[src/rtl/cpu_types_pkg.sv]
// cpu_types_pkg: shared RAM handshake and arbiter types for the cache/RAM slice
package cpu_types_pkg;
  localparam int WORD_W = 32;
  typedef enum logic [1:0] {FREE, BUSY, ACCESS, ERROR} ramstate_t;
  typedef enum logic {IDLE, XFER} arb_state_t;
endpackage

[src/rtl/rr_picker.sv]
// rr_picker: combinational round-robin search starting one past i_ptr
module rr_picker #(
  parameter int N  = 2,
  parameter int IW = 3
) (
  input  logic [N-1:0]  i_req,
  input  logic [IW-1:0] i_ptr,
  output logic          o_valid,
  output logic [IW-1:0] o_idx
);
  always_comb begin
    o_valid = 1'b0;
    o_idx = '0;
    // descending scan: the last hit written is the nearest one after i_ptr
    for (int k = N; k >= 1; k--) begin
      if (i_req[(int'(i_ptr) + k) % N]) begin
        o_valid = 1'b1;
        o_idx = IW'((int'(i_ptr) + k) % N);
      end
    end
  end
endmodule

[src/rtl/ram_arbiter.sv]
// ram_arbiter: shares one RAM port among per-CPU icache/dcache pairs with
// round-robin across CPUs, dcache-first within a CPU, and a hang watchdog.
module ram_arbiter
  import cpu_types_pkg::*;
#(
  parameter int CPUS    = 2,
  parameter int TIMEOUT = 255
) (
  input  logic                          CLK,
  input  logic                          RST,
  input  logic [CPUS-1:0]               iREN,
  input  logic [CPUS-1:0][WORD_W-1:0]   iaddr,
  input  logic [CPUS-1:0]               dREN,
  input  logic [CPUS-1:0]               dWEN,
  input  logic [CPUS-1:0][WORD_W-1:0]   daddr,
  input  logic [CPUS-1:0][WORD_W-1:0]   dstore,
  output logic [CPUS-1:0]               iwait,
  output logic [CPUS-1:0]               dwait,
  output logic [CPUS-1:0][WORD_W-1:0]   iload,
  output logic [CPUS-1:0][WORD_W-1:0]   dload,
  output logic [WORD_W-1:0]             ramaddr,
  output logic [WORD_W-1:0]             ramstore,
  output logic                          ramREN,
  output logic                          ramWEN,
  input  ramstate_t                     ramstate,
  input  logic [WORD_W-1:0]             ramload,
  output logic                          gnt_valid,
  output logic [2:0]                    gnt_cpu,
  output logic                          gnt_isd,
  output logic                          timeout_err
);
  localparam int WDW = $clog2(TIMEOUT + 1);
  arb_state_t        r_state;
  logic [2:0]        r_ptr, r_cpu, w_idx;
  logic              r_isd, r_wen, r_err;
  logic [WDW-1:0]    r_wd;
  logic [WORD_W-1:0] r_addr, r_store, w_saddr, w_sstore;
  logic [CPUS-1:0]   w_req, w_dreq, w_gsel;
  logic              w_valid, w_xfer, w_ack, w_held, w_drop, w_to, w_sd, w_sw;
  assign w_dreq = dREN | dWEN;
  assign w_req  = w_dreq | iREN;
  rr_picker #(.N(CPUS), .IW(3)) u_pick (
    .i_req  (w_req),
    .i_ptr  (r_ptr),
    .o_valid(w_valid),
    .o_idx  (w_idx)
  );
  always_comb begin
    w_sd = 1'b0;
    w_sw = 1'b0;
    w_saddr = '0;
    w_sstore = '0;
    for (int c = 0; c < CPUS; c++) begin
      if (w_idx == 3'(c)) begin
        w_sd = w_dreq[c];
        w_sw = dWEN[c];
        w_saddr = w_dreq[c] ? daddr[c] : iaddr[c];
        w_sstore = dstore[c];
      end
    end
  end
  for (genvar g = 0; g < CPUS; g++) begin : g_sel
    assign w_gsel[g] = r_cpu == 3'(g);
  end
  assign w_xfer = r_state == XFER;
  assign w_ack  = w_xfer && ramstate == ACCESS;
  assign w_held = |((r_isd ? w_dreq : iREN) & w_gsel);
  assign w_drop = w_xfer && !w_ack && !w_held;
  assign w_to   = w_xfer && !w_ack && w_held && r_wd == WDW'(TIMEOUT - 1);
  assign iwait       = ~({CPUS{w_ack & ~r_isd}} & w_gsel);
  assign dwait       = ~({CPUS{w_ack & r_isd}} & w_gsel);
  assign iload       = {CPUS{ramload}};
  assign dload       = {CPUS{ramload}};
  assign ramaddr     = r_addr;
  assign ramstore    = r_store;
  assign ramREN      = w_xfer && !r_wen;
  assign ramWEN      = w_xfer && r_wen;
  assign gnt_valid   = w_xfer;
  assign gnt_cpu     = r_cpu;
  assign gnt_isd     = r_isd;
  assign timeout_err = r_err;
  always_ff @(posedge CLK or posedge RST) begin
    if (RST) begin
      r_state <= IDLE;
      r_ptr <= 3'(CPUS - 1);
      r_cpu <= '0;
      r_isd <= 1'b0;
      r_wen <= 1'b0;
      r_addr <= '0;
      r_store <= '0;
      r_wd <= '0;
      r_err <= 1'b0;
    end else if (!w_xfer) begin
      if (w_valid) begin
        r_state <= XFER;
        r_cpu <= w_idx;
        r_isd <= w_sd;
        r_wen <= w_sd && w_sw;
        r_addr <= w_saddr;
        r_store <= w_sstore;
        r_wd <= '0;
      end
    end else if (w_ack || w_drop || w_to) begin
      r_state <= IDLE;
      r_wd <= '0;
      r_ptr <= w_drop ? r_ptr : r_cpu;
      r_err <= r_err || w_to;
    end else begin
      r_wd <= r_wd + 1'b1;
    end
  end
endmodule

[config.mk]
export PLATFORM = sky130hd
export DESIGN_NAME = ram_arbiter
export DESIGN_NICKNAME = d
export VERILOG_FILES = /design/src/rtl/cpu_types_pkg.sv /design/src/rtl/rr_picker.sv /design/src/rtl/ram_arbiter.sv
export SDC_FILE = /design/constraint.sdc
export NUM_CORES = 1
export LEC_CHECK = 0
export ABC_AREA = 1
export CORE_AREA = 2 2 171 173
export CTS_CLUSTER_DIAMETER = 100
export DETAILED_ROUTE_END_ITERATION = 8
export DIE_AREA = 0 0 173 175
export GPL_ROUTABILITY_DRIVEN = 0
export PLACE_DENSITY = 0.58
export SKIP_CTS_REPAIR_TIMING = 1
export SLEW_MARGIN = 20
export SYNTH_ARGS = -nofsm -noshare
export SYNTH_HDL_FRONTEND = slang
export SYNTH_SLANG_ARGS = --single-unit
[constraint.sdc]
create_clock -name CLK -period 4.3 [get_ports CLK]
set_clock_uncertainty 0.05 [all_clocks]
set_input_delay 0.86 -clock CLK [delete_from_list [all_inputs] [get_ports CLK]]
set_output_delay 0.86 -clock CLK [all_outputs]
set_load 0.005 [all_outputs]
==> results.tsv, run 1 <==
stage	metric	value	unit
route	final wirelength	22000	µm
worst_setup_path	crit-path max FO	5	
floorplan	I/O Pins	438	
global_routing	grt total ovfl	0	
cells_and_area	# fillers	3160	
global_routing	vias in the first global route	5836	
sta	Setup-failing EPs final	0	
place	DP HPWL	16100	µm
cts	clock buffer count from CTS	9	
route	drt pass-1 iters	6	
place	placed instance area	0.00793	mm²
sta	min Tclk post-route	3.07	ns
worst_setup_path	critical path required time	3.39	ns
yosys	Syn Inst Count	864	
sta	Slew @ Worst Pin	0.927	ns
cells_and_area	share of cells above drive strength 1	4.41	%
route	Residual DRC	0	
worst_setup_path	Critical Path Sink Type	primary output	
sta	RSZ-0062 raised after global routing	false	
cts	Clock Path Buffers	2	
route	drt via density	4.23	
global_routing	initial antenna violation count	0	
yosys	register bit total from synthesis	78	
floorplan	initial core utilization	20.2	%
job	max-cap violations	0	
cts	Reg clk slew, reported paths	0.06	ns
cts	clk sinks	78	
cts	H-tree lvl count	3	
yosys	register area share after synthesis	34.0	%
cells_and_area	Final Util	29.1	%
floorplan	Die X-Extent	173	µm
yosys	syn_area_per_cell	6.65	µm²
cts	Clock Latency Late Sink	0.34	ns
run_status	status	complete, no violations	
floorplan	core area	0.0284	mm²
floorplan	Die Ht	175	µm
worst_setup_path	crit path DAT	2.16	ns
floorplan	die area	0.0303	mm²
worst_setup_path	WS Path Type	in2out	
place	port bufs	275	
sta	Rel. slew slack	37.7	%
cells_and_area	area delta synth->final	44.0	%
cts	CTS tree	yes	
route	initial DRC count	346	
route	WL per Instance	15.9	µm
yosys	YS warnings	0	
global_routing	first-pass GRT wire length	33100	µm
sta	fmax	326	MHz
power	Power per Cell Area	530	mW/mm²
sta	Period Utilization, post-route	71.4	%
route	Antenna Violating Nets Remaining	0	
cells_and_area	n_diodes	0	
hold_path	type of the worst min-delay path	reg2reg	
sta	final count of pins violating max slew	0	
power	Worst IR Drop VDD	271	µV
sta	Final Hold Vio Count	0	
sta	Hold WS	0.421	ns
yosys	Yosys cell types	27	
sta	TNS Setup	0	ns
cts	clock root buffer	clkbuf_16	
worst_setup_path	CP startpoint kind	input pin	
cells_and_area	fin area	0.00827	mm²
global_routing	Tot GR Track Use	14.2	%
yosys	cell area after synthesis	0.00574	mm²
power	P_leak	3.84	nW
route	via count	5840	
cells_and_area	Layout Nets	1228	
global_routing	largest net degree at the start of global routing	69	
floorplan	FP Rows	62	
## worst max-delay path: stages
cell             delay, ns
clkdlybuf4s50_1       0.48
nand3_1               0.10
inv_1                 0.16
nand3_1               0.10
clkdlybuf4s50_1       0.46
## registers in the layout (all words and copies together) (netlist names)
register / count
gnt_cpu: 1
gnt_isd: 1
gnt_valid: 1
r_ptr: 1
r_wd: 8
r_wen: 1
ramaddr: 32
ramstore: 32
timeout_err: 1
## cell type report
type                    count  area [µm²]  area share [%]
repair buffers            293        2890            34.9
flip-flops and latches     78        1950            23.6
clock buffers              12         246            2.98
inverters                  21        80.1           0.968
clock inverters             4        95.1            1.15
well taps                 384         480            5.81
multi-input cells         589        2530            30.6
## worst paths after layout
kind,start,end,slack [ns],depth (start not counted)
worst max-delay path,ramstate[1],iwait[0],1.23,5
worst min-delay path,timeout_err,timeout_err,0.42,2
worst max register to register,gnt_valid,ramaddr[25],2.21,6
worst min register to register,timeout_err,timeout_err,0.42,2
max in group asynchronous,RST,ramaddr[7],2.74,3
min in group asynchronous,RST,ramstore[14],0.67,2
## metal layers
metal  wire length, µm  track usage, %
met1              9170            16.2
met2             10700            25.3
met3              1630            4.07
met4               502            4.77
met5                 0               0
## cells in the final DEF (no fill, tap or decap)
cell type	synthesis	final
nand2_1	345	344
clkdlybuf4s50_1	0	275
nand3_1	80	80
dfrtp_1	77	77
nor2_1	74	73
o21ai_0	34	34
nand4_1	33	33
inv_1	19	18
buf_4	131	18
clkbuf_16	0	9
nand2_2	3	4
nand3b_1	4	4
a21oi_1	3	3
bufinv_16	0	3
inv_2	2	2
nor2_2	1	2
xor2_1	2	2
clkinv_2	0	2
ha_1	2	2
conb_1	1	2
clkbuf_1	22	2
nor2_4	1	1
o21ai_4	1	1
nor3_1	1	1
xnor2_1	1	1
o21ai_1	1	1
o21bai_1	1	1
clkbuf_8	0	1
dfstp_2	1	1
## logic make-up (layout without fill, tap and decap cells)
group                    Yosys count  in the layout  share of synthesized area, %
AO/OA/AOI/OAI                     40             40                          3.73
XOR/XNOR                           3              3                         0.458
adder cells (fa/ha/maj)            2              2                         0.436
buffers and inverters            198            330                          22.1
flip-flops                        78             78                          34.0
other                              1              2                        0.0653
AND/OR/NAND/NOR                  542            542                          39.2
## power by group
group	total, mW	switching (mW)	internal (mW)
Combinational	2.19	1.12	1.07
Clock	0.910	0.327	0.584
Sequential	1.29	0.214	1.07
Total	4.38	1.66	2.73
## synthesized netlist by cell type (all sizes together)
library cell  count  area share [%]
nand2           348              23
buf             155              19
nand3            80             7.0
dfrtp            77              34
nor2             76             5.1
o21ai            36             3.3
nand4            33             3.6
clkbuf           22             1.4
inv              21             1.4
nand3b            4            0.52
a21oi             3            0.26
ha                2            0.44
xor2              2            0.31
conb              1           0.065
dfstp             1            0.46
nor3              1           0.087
o21bai            1            0.13
xnor2             1            0.15
## per-stage QoR
stage | setup WS, ns | std cells | power (mW)
finish | 1.23 | 1381 | 4.38
global route | 1.14 | 1381 | 4.76
CTS | 1.23 | 1381 | 4.48
detailed placement | 0.999 | 1365 | 3.53
global placement | 1.01 | 1365 | 3.52
floorplan | 1.40 | 865 | 2.38
Power figures use the tool's default switching activity.
==> run 2: changes to the inputs <==
==> constraint.sdc (replaced) <==
create_clock -name CLK -period 2.9 [get_ports CLK]
set_clock_uncertainty 0.05 [all_clocks]
set_input_delay 0.58 -clock CLK [delete_from_list [all_inputs] [get_ports CLK]]
set_output_delay 0.58 -clock CLK [all_outputs]
set_load 0.005 [all_outputs]
==> results.tsv, run 2 (same netlist as run 1, synthesis figures left out) <==
stage	metric	value	unit	change
cts	Reg clk slew, reported paths	0.06	ns	about the same
global_routing	first-pass GRT wire length	32900	µm	-0.54%
power	P_leak	3.90	nW	+1.5%
worst_setup_path	critical path required time	2.27	ns	-1.12 ns
sta	min Tclk post-route	2.51	ns	
floorplan	I/O Pins	438		unchanged
cells_and_area	most common cell after layout, fill and taps aside	nand2_1		
cts	clock root buffer	clkbuf_16		
cells_and_area	area delta synth->final	46.1	%	
floorplan	core area	0.0284	mm²	unchanged
route	drt via density	4.15		-1.8%
sta	fmax	399	MHz	
sta	final count of pins violating max slew	0		unchanged
cts	CTS tree	yes		
hold_path	type of the worst min-delay path	reg2reg		
worst_setup_path	WS Path Type	in2out		
sta	Period Utilization, post-route	86.5	%	
global_routing	vias in the first global route	5910		+1.3%
route	initial DRC count	254		-27%
sta	Slew @ Worst Pin	0.531	ns	-0.396 ns
sta	TNS Setup	0	ns	unchanged
power	Worst IR Drop VDD	337	µV	+24%
place	port bufs	275		unchanged
job	max-cap violations	0		unchanged
floorplan	die area	0.0303	mm²	unchanged
route	Residual DRC	0		unchanged
cells_and_area	n_diodes	0		unchanged
run_status	status	complete, no violations		
worst_setup_path	crit path DAT	1.88	ns	-0.28 ns
worst_setup_path	crit-path max FO	5		unchanged
cts	H-tree lvl count	3		unchanged
sta	Final Hold Vio Count	0		unchanged
route	drt pass-1 iters	4		-2
sta	RSZ-0062 raised after global routing	false		
cells_and_area	fin area	0.00839	mm²	+1.5%
floorplan	Die Ht	175	µm	unchanged
cts	Clock Path Buffers	2		unchanged
cells_and_area	Layout Nets	1234		+0.49%
sta	Hold WS	0.426	ns	+0.00522 ns
global_routing	initial antenna violation count	0		unchanged
global_routing	grt total ovfl	0		unchanged
global_routing	Tot GR Track Use	14.0	%	-0.13 points
cts	clk sinks	78		unchanged
route	final wirelength	21600	µm	-1.8%
floorplan	Die X-Extent	173	µm	unchanged
floorplan	initial core utilization	20.2	%	unchanged
cts	clock buffer count from CTS	9		unchanged
place	pre-CTS setup slack	0.358	ns	-0.641 ns
sta	Worst Slack Setup Final	0.391	ns	-0.841 ns
route	Antenna Violating Nets Remaining	0		unchanged
place	DP HPWL	16200	µm	+0.61%
place	placed instance area	0.00806	mm²	+1.7%
power	Power per Cell Area	780	mW/mm²	+47%
sta	Rel. slew slack	64.5	%	+27 points
cells_and_area	leading cell types in the layout, fill and taps excluded	nand2_1, clkdlybuf4s50_1, nand3_1		
cells_and_area	# fillers	3172		+0.38%
route	WL per Instance	15.6	µm	-2.2%
floorplan	FP Rows	62		unchanged
sta	Setup-failing EPs final	0		unchanged
global_routing	largest net degree at the start of global routing	79		+14%
cells_and_area	share of cells above drive strength 1	5.18	%	+0.77 points
cts	Clock Latency Late Sink	0.34	ns	about the same
worst_setup_path	CP startpoint kind	input pin		
route	via count	5761		-1.4%
worst_setup_path	Critical Path Sink Type	primary output		
run 2: worst max-delay path, stage by stage:
cell and delay [ns]:
clkdlybuf4s50_1 0.48, nand3_1 0.11, inv_1 0.16, nand3_1 0.09
clkdlybuf4s50_1 0.47
run 2: layout make-up:
class	instances	area [µm²]	area share (%)
timing repair buffer	299	3020	36.0
multi-input combinational	589	2530	30.1
sequential	78	1950	23.3
tap	384	480	5.72
clock buffer	10	239	2.85
clock inverter	6	91.3	1.09
inverter	21	80.1	0.954
run 2: worst paths after layout:
check / start / end / slack (ns) / depth (start not counted)
setup / recovery: ramstate[1] / dwait[1] / 0.39 / 5
hold / removal: ramstore[24] / ramstore[24] / 0.43 / 2
setup reg to reg: gnt_valid / ramaddr[15] / 1.22 / 6
hold reg to reg: ramstore[24] / ramstore[24] / 0.43 / 2
max in group asynchronous: RST / r_ptr[0] / 1.82 / 3
min in group asynchronous: RST / ramstore[14] / 0.60 / 3
run 2: per-stage QoR:
step                util (%)  power [mW]  instances
floorplan                  -        3.53        865
global placement        28.4        5.34       1371
detailed placement      28.4        5.35       1371
CTS                     29.6        6.70       1387
global route            29.6        7.11       1387
finish                  29.6        6.55       1387
run 2: layer usage:
metal	GRT usage, %	routed length [µm]	part of all wire [%]	up-vias
met4	5.40	444	2.1	0
met3	3.87	1500	6.9	35
met1	15.4	8630	40	2578
li1	-	-	-	2871
met2	25.6	11000	51	277
met5	0	0	0	-
run 2: power by group:
group / switching, mW / internal (mW) / leakage (nW)
clock network: 0.505 / 0.785 / 0.163
registers: 0.312 / 1.59 / 0.961
logic: 1.68 / 1.67 / 2.77
==> run 3: changes to the inputs <==
--- a/config.mk
+++ b/config.mk
@@ -12,6 +12,7 @@
 export DIE_AREA = 0 0 173 175
 export GPL_ROUTABILITY_DRIVEN = 0
 export PLACE_DENSITY = 0.58
+export RECOVER_POWER = 50
 export SKIP_CTS_REPAIR_TIMING = 1
 export SLEW_MARGIN = 20
 export SYNTH_ARGS = -nofsm -noshare
==> results.tsv, run 3 (same netlist as run 1, synthesis figures left out) <==
stage	metric	value	unit	change
cells_and_area	Final Util	29.6	%	unchanged
floorplan	Die Ht	175	µm	unchanged
floorplan	initial core utilization	20.2	%	unchanged
cts	clock root buffer	clkbuf_16		
hold_path	type of the worst min-delay path	reg2reg		
worst_setup_path	critical path required time	2.27	ns	about the same
cts	Reg clk slew, reported paths	0.06	ns	about the same
power	Worst IR Drop VDD	337	µV	about the same
place	port bufs	275		unchanged
worst_setup_path	crit path DAT	1.88	ns	about the same
sta	final count of pins violating max slew	0		unchanged
global_routing	Tot GR Track Use	14.0	%	unchanged
global_routing	first-pass GRT wire length	32900	µm	unchanged
route	via count	5763		+0.035%
worst_setup_path	CP startpoint kind	input pin		
worst_setup_path	FF-to-FF setup slack	1.22	ns	about the same
power	Power per Cell Area	780	mW/mm²	about the same
sta	min Tclk post-route	2.51	ns	unchanged
cts	clk sinks	78		unchanged
worst_setup_path	R2R cell count	6		unchanged
floorplan	core area	0.0284	mm²	unchanged
sta	Period Utilization, post-route	86.5	%	unchanged
sta	Final Hold Vio Count	0		unchanged
worst_setup_path	crit-path max FO	5		unchanged
route	WL per Instance	15.6	µm	about the same
cts	Clock Latency Late Sink	0.34	ns	about the same
global_routing	vias in the first global route	5910		unchanged
worst_setup_path	Critical Path Sink Type	primary output		
cells_and_area	leading cell types in the layout, fill and taps excluded	nand2_1, clkdlybuf4s50_1, nand3_1		
cts	H-tree lvl count	3		unchanged
floorplan	Die X-Extent	173	µm	unchanged
route	drt pass-1 iters	4		unchanged
floorplan	die area	0.0303	mm²	unchanged
sta	Rel. slew slack	64.5	%	about the same
route	Residual DRC	0		unchanged
sta	Slew @ Worst Pin	0.531	ns	-0.000269 ns
cells_and_area	most common cell after layout, fill and taps aside	nand2_1		
floorplan	I/O Pins	438		unchanged
cts	clock buffer count from CTS	9		unchanged
route	drt via density	4.16		about the same
job	max-cap violations	0		unchanged
global_routing	grt total ovfl	0		unchanged
cts	CTS tree	yes		
cells_and_area	# fillers	3172		unchanged
route	initial DRC count	254		unchanged
floorplan	FP Rows	62		unchanged
cells_and_area	share of cells above drive strength 1	5.18	%	unchanged
global_routing	initial antenna violation count	0		unchanged
global_routing	largest net degree at the start of global routing	79		unchanged
worst_setup_path	WS Path Type	in2out		
run_status	status	complete, no violations		
power	P_leak	3.89	nW	about the same
sta	Setup-failing EPs final	0		unchanged
route	final wirelength	21600	µm	about the same
sta	TNS Setup	0	ns	unchanged
cells_and_area	n_diodes	0		unchanged
sta	RSZ-0062 raised after global routing	false		
cts	Clock Path Buffers	2		unchanged
cells_and_area	area delta synth->final	46.1	%	unchanged
cells_and_area	Layout Nets	1234		unchanged
sta	fmax	399	MHz	unchanged
hold_path	worst hold path depth	2		unchanged
route	Antenna Violating Nets Remaining	0		unchanged
place	DP HPWL	16200	µm	unchanged
## run 3: cell count changes in the layout (fill, tap and decap cells not counted)
cell,delta
dlygate4sd3_1,+1
clkinv_2,-1
clkdlybuf4s50_1,-1
clkinvlp_2,+1
## run 3: final timing paths
check,startpoint,to
max,ramstate[1],dwait[1]
min,ramstore[24],ramstore[24]
max reg2reg,gnt_valid,ramaddr[15]
min reg2reg,ramstore[24],ramstore[24]
max in group asynchronous,RST,r_ptr[0]
min in group asynchronous,RST,ramstore[14]
## run 3: cell type report
class	instances	area, µm²	share of cell area (%)
Timing Repair Buffer	299	3020	36.0
Multi-Input combinational cell	589	2530	30.1
Clock inverter	6	91.3	1.09
Inverter	21	80.1	0.954
Sequential cell	78	1950	23.3
Clock buffer	10	239	2.85
Tap cell	384	480	5.72
## run 3: critical path, stage by stage
cell and delay (ns):
clkdlybuf4s50_1 0.48, nand3_1 0.11, inv_1 0.16, nand3_1 0.09, clkdlybuf4s50_1 0.47
## run 3: power breakdown
part           switching [mW]  internal (mW)  leakage (nW)  total [mW]
Sequential              0.312           1.59         0.961        1.90
Combinational            1.68           1.67          2.77        3.35
Clock                   0.505          0.785         0.163        1.29
Total                    2.50           4.05          3.89        6.54
## run 3: through the flow
stage	worst slack [ns]	std cells	hold WS [ns]	power (mW)	instance area, µm²
2_1_floorplan	0.277	865	0.407	3.53	5750
3_3_place_gp	0.376	1371	0.402	5.34	8060
3_5_place_dp	0.358	1371	0.414	5.35	8060
4_1_cts	0.380	1387	0.433	6.70	8390
5_1_grt	0.273	1387	0.454	7.11	8390
6_report	0.391	1387	0.426	6.54	8390
## run 3: per-layer routing
layer	global-route usage [%]	vias up	share of wire, %
li1	-	2871	-
met1	15.4	2578	40
met2	25.6	279	51
met3	3.87	35	7.0
met4	5.40	0	2.1
met5	0	-	0
